$ cat src/rtl/shift_add_multiplier_pkg.sv
// Shared definitions for the shift-and-add multiplier: operand width,
// FSM state encoding and the index of the final iteration.
package shift_add_multiplier_pkg;

    localparam int unsigned WIDTH = 4;

    typedef enum logic [1:0] {
        IDLE  = 2'd0,
        ADD   = 2'd1,
        SHIFT = 2'd2,
        DONE  = 2'd3
    } state_t;

    localparam logic [1:0] ITER_LAST = 2'd3;

endpackage

$ cat src/rtl/shift_add_multiplier_adder.sv
// Existing 4-bit ripple-carry adder; the multiplier's only arithmetic resource.
module adder
    import shift_add_multiplier_pkg::*;
(
    input  logic [WIDTH-1:0] A,
    input  logic [WIDTH-1:0] B,
    input  logic             Cin,
    output logic [WIDTH-1:0] S,
    output logic             Cout
);

    always_comb begin
        logic [WIDTH:0] carry;
        carry    = '0;
        carry[0] = Cin;
        S        = '0;
        for (int unsigned i = 0; i < WIDTH; i++) begin
            S[i]       = A[i] ^ B[i] ^ carry[i];
            carry[i+1] = (A[i] & B[i]) | (A[i] & carry[i]) | (B[i] & carry[i]);
        end
        Cout = carry[WIDTH];
    end

endmodule

$ cat src/rtl/shift_add_multiplier.sv
// Sequential 4x4 unsigned multiplier: one add and one shift per multiplier
// bit through the shared ripple-carry adder, start/done handshake.
module shift_add_multiplier
    import shift_add_multiplier_pkg::*;
(
    input  logic               clk,
    input  logic               rst,
    input  logic               start,
    input  logic [WIDTH-1:0]   a,
    input  logic [WIDTH-1:0]   b,
    output logic               busy,
    output logic               done,
    output logic [2*WIDTH-1:0] product
);

    state_t               state_q, state_d;
    logic [WIDTH-1:0]     m_q, m_d;
    logic [WIDTH-1:0]     p_q, p_d;
    logic [WIDTH-1:0]     q_q, q_d;
    logic                 c_q, c_d;
    logic [1:0]           cnt_q, cnt_d;
    logic [2*WIDTH-1:0]   product_q, product_d;

    logic [WIDTH-1:0]     sum;
    logic                 cout;

    adder u_adder (
        .A    (p_q),
        .B    (m_q),
        .Cin  (1'b0),
        .S    (sum),
        .Cout (cout)
    );

    always_ff @(posedge clk) begin
        if (rst) begin
            state_q   <= IDLE;
            m_q       <= '0;
            p_q       <= '0;
            q_q       <= '0;
            c_q       <= 1'b0;
            cnt_q     <= '0;
            product_q <= '0;
        end else begin
            state_q   <= state_d;
            m_q       <= m_d;
            p_q       <= p_d;
            q_q       <= q_d;
            c_q       <= c_d;
            cnt_q     <= cnt_d;
            product_q <= product_d;
        end
    end

    always_comb begin
        state_d   = state_q;
        m_d       = m_q;
        p_d       = p_q;
        q_d       = q_q;
        c_d       = c_q;
        cnt_d     = cnt_q;
        product_d = product_q;
        busy      = 1'b0;
        done      = 1'b0;

        case (state_q)
            IDLE: begin
                if (start) begin
                    m_d     = a;
                    q_d     = b;
                    p_d     = '0;
                    c_d     = 1'b0;
                    cnt_d   = '0;
                    state_d = ADD;
                end
            end
            ADD: begin
                busy = 1'b1;
                if (q_q[0]) begin
                    {c_d, p_d} = {cout, sum};
                end else begin
                    c_d = 1'b0;
                end
                state_d = SHIFT;
            end
            SHIFT: begin
                busy = 1'b1;
                // Logical right shift of the 9-bit {C,P,Q}; carry is absorbed here.
                c_d = 1'b0;
                p_d = {c_q, p_q[WIDTH-1:1]};
                q_d = {p_q[0], q_q[WIDTH-1:1]};
                if (cnt_q == ITER_LAST) begin
                    product_d = {c_q, p_q, q_q[WIDTH-1:1]};
                    state_d   = DONE;
                end else begin
                    cnt_d   = cnt_q + 2'd1;
                    state_d = ADD;
                end
            end
            DONE: begin
                done    = 1'b1;
                state_d = IDLE;
            end
            default: state_d = IDLE;
        endcase
    end

    assign product = product_q;

endmodule

$ cat config.mk
export PLATFORM = sky130hd
export DESIGN_NAME = shift_add_multiplier
export DESIGN_NICKNAME = d
export VERILOG_FILES = /design/src/rtl/shift_add_multiplier_pkg.sv /design/src/rtl/shift_add_multiplier_adder.sv /design/src/rtl/shift_add_multiplier.sv
export SDC_FILE = /design/constraint.sdc
export NUM_CORES = 1
export LEC_CHECK = 0
export ABC_AREA = 1
export BUFFER_PORTS_ARGS = -buffer_cell sky130_fd_sc_hd__buf_2
export CORE_UTILIZATION = 58
export CTS_CLUSTER_SIZE = 12
export DETAILED_ROUTE_END_ITERATION = 7
export PLACE_DENSITY_LB_ADDON = 0.3
export SETUP_SLACK_MARGIN = 0.2
export SYNTH_ARGS = -nofsm -noshare
export SYNTH_HDL_FRONTEND = slang
export SYNTH_SLANG_ARGS = --single-unit
$ cat constraint.sdc
create_clock -name clk -period 3.4 [get_ports clk]
set_clock_uncertainty 0.2 [all_clocks]
set_input_delay 0.51 -clock clk [delete_from_list [all_inputs] [get_ports clk]]
set_output_delay 0.51 -clock clk [all_outputs]
set_load 0.005 [all_outputs]
==> flow_summary.yaml <==
status:
  status: "complete, no violations"
worst_setup_path:
  slowest_delay_ns: 0.40
  cp_cell_sequence: "ha_1, inv_1, fa_1, fa_1, inv_1, fa_1, nand2_1, a21oi_1, nor2_1, nor2_1"
  critical_path_class: "reg -> reg"
  reg2reg_depth: 10
  cpMostUsedCell: "fa_1"
  end_kind: "flip-flop"
  crit_fanout: 2
  cp_slowest_cell: "fa_1"
  start_kind: "flip-flop"
  cp.arrival_ns: 2.34
  required_ns: 3.43
drt:
  drt_pass1_iterations: 4
  antenna_left: 0
  vias_per_cell: 4.86
  wl_um: 2420
  drc_errors: 0
  num_vias: 1083
  wire_per_inst_um: 10.8
  drt_iter0_drc: 17
hold_path:
  hold_path_class: "in -> reg"
  whs_path_depth: 3
synthesis:
  synth.most_common_cell: "nand2_1"
  synth_cells: 175
  netlist.top_cell.by_area: "dfxtp_1"
  ys_seq_elements: 25
  syn_avg_cell_area_um2: 7.25
  syn-num-nets: 195
  synth-seq-area-share: 0.394
  ys_top_cells_by_area: "dfxtp_1 39%, nand2_1 12%, nor2_1 11%"
  ys_async_sr_fraction: 0
  ys.warnings.count: 0
  synth-edff-count: 0
  synth_flop_cell: "dfxtp_1"
  syn-cell-area_um2: 1270
  synthTopCellsByCount: "40 x nand2_1, 36 x nor2_1, 25 x dfxtp_1, 25 x inv_1, 13 x o21ai_0"
  ys_types: 16
  synth_top_area_frac: 0.394
global_route:
  grt_overflow_total: 0
  grt_first_pass_wirelength_um: 4300
  antenna_found_initial: 0
  track_usage: 0.235
  grt_max_degree: 20
  grt_pass1_vias: 1001
clock_tree:
  cts_sinks: 25
  postCtsHoldBufs: 0
  cts-root-buf: "clkbuf_4"
  cts_resized: 0
  cts_buffers: 3
  clock_path_buffers: 2
  clk_pin_slew_worst_paths_ns: 0.15
  cts_tree: "yes"
  htree_levels: 1
  cts_setup_buffers: 0
  insertion_delay_ns: 0.33
place:
  hpwl_um: 1870
  gp_congestion: 0.803
  port_buffers: 20
  post-place-ws_ns: 1.12
timing:
  fin_ws_ns: 1.10
  worst_pin_slew_ns: 0.490
  timing.fmax_mhz: 435
  setup_violations: 0
  post-route-period-util: 0.677
  drv_slew: 0
  period_minus_slack_ns: 2.30
  hold_viol: 0
  rsz0062_at_grt: "false"
  tns_ns: 0
  relSlewSlack: 0.673
finish:
  area_delta_synth_final_pct: 10.6
  num_antenna_cells: 0
  fill_cells: 194
  drive_above_1_share: 0.168
  layout.nets: 217
  register_area_um2: 500
  multi_input_area_um2: 633
die:
  io_pins: 21
  num_rows: 16
  initial_utilization: 0.634
  core_um2: 2000
  die_w_um: 48.8
  die-area_um2: 2380
  die_y_um: 48.8
job:
  maxCapViolCount: 0
power_and_ir_drop:
  powerDensity_nw_per_um2: 565
  ir_drop_mv: 0.366
  power.leakage_nw: 0.696
## routing by layer
layer | routed length, µm | share of wire | track usage | vias to the layer above
li1 | - | - | - | 583
met1 | 988 | 0.41 | 0.257 | 481
met2 | 1340 | 0.55 | 0.461 | 17
met3 | 78 | 0.032 | 0.0467 | 2
met4 | 11 | 0.0045 | 0.0441 | 0
met5 | 0 | 0 | 0 | -
## cells by family (layout without fill, tap and decap cells)
| group | after synthesis | count (layout) | synth area share |
|---|---|---|---|
| AO/OA/AOI/OAI | 26 | 26 | 0.124 |
| adder cells (fa/ha/maj) | 9 | 9 | 0.107 |
| buffers and inverters | 31 | 52 | 0.107 |
| flip-flops | 25 | 25 | 0.394 |
| AND/OR/NAND/NOR | 84 | 84 | 0.268 |
## path summary, 6_finish.rpt
kind              start         end  slack (ns)
max              p_q[0]      p_q[3]        1.10
min                a[0]      m_q[0]        0.24
min reg2reg  product[1]  product[1]        0.30
max reg2reg      p_q[0]      p_q[3]        1.10
## sequential cells by signal, summed over array words and instances, names as in the netlist
| signal | count |
|---|---|
| cnt_q | 2 |
| product | 8 |
| m_q | 4 |
| p_q | 4 |
| state_q | 2 |
| q_q | 4 |
| c_q | 1 |
## stage by stage
| step | utilization | instance area [µm²] | hold slack (ns) | cells | total power [mW] |
|---|---|---|---|---|---|
| global route | 0.701 | 1400 | 0.260 | 223 | 0.859 |
| floorplan | - | 1270 | 0.252 | 175 | 0.592 |
| CTS | 0.701 | 1400 | 0.236 | 223 | 0.795 |
| finish | 0.701 | 1400 | 0.238 | 223 | 0.792 |
| detailed placement | 0.686 | 1370 | 0.272 | 219 | 0.659 |
| global placement | 0.686 | 1370 | 0.260 | 219 | 0.643 |
## critical path: cells and delay by family (launching register included)
| kind | cells | cell delay, ns |
|---|---|---|
| flops | 1 | 0.36 |
| buf+inv | 2 | 0.11 |
| simple gates | 3 | 0.21 |
| compound gates | 1 | 0.06 |
| fa+ha+maj | 4 | 1.27 |
## cells in the final DEF, fill, tap and decap left out
cell	Yosys	layout
dfxtp_1	25	25
nand3_4	1	1
a21oi_1	8	8
a211oi_2	3	3
inv_1	25	25
nor2_1	36	36
buf_2	0	20
fa_1	3	3
nand2_2	2	2
nand2_1	40	40
clkbuf_4	0	3
nand3_1	5	5
o21ai_0	13	13
clkinvlp_4	0	1
a211oi_1	2	2
inv_2	3	3
ha_1	6	6
## power breakdown
| group | leakage [nW] | switching (mW) | internal (mW) | total, mW |
|---|---|---|---|---|
| registers | 0.205 | 0.0321 | 0.341 | 0.373 |
| clock network | 0.0139 | 0.0948 | 0.0451 | 0.140 |
| logic | 0.477 | 0.183 | 0.0967 | 0.279 |
| total | 0.696 | 0.309 | 0.482 | 0.792 |
## final cells by class
| class | count | share of cell area |
|---|---|---|
| multi-input cells | 119 | 0.451 |
| well taps | 27 | 0.0241 |
| clock buffers | 3 | 0.0161 |
| flip-flops and latches | 25 | 0.357 |
| inverters | 28 | 0.0749 |
| repair buffers | 20 | 0.0714 |
| clock inverters | 1 | 0.00535 |
(Power assumes the default switching activity.)
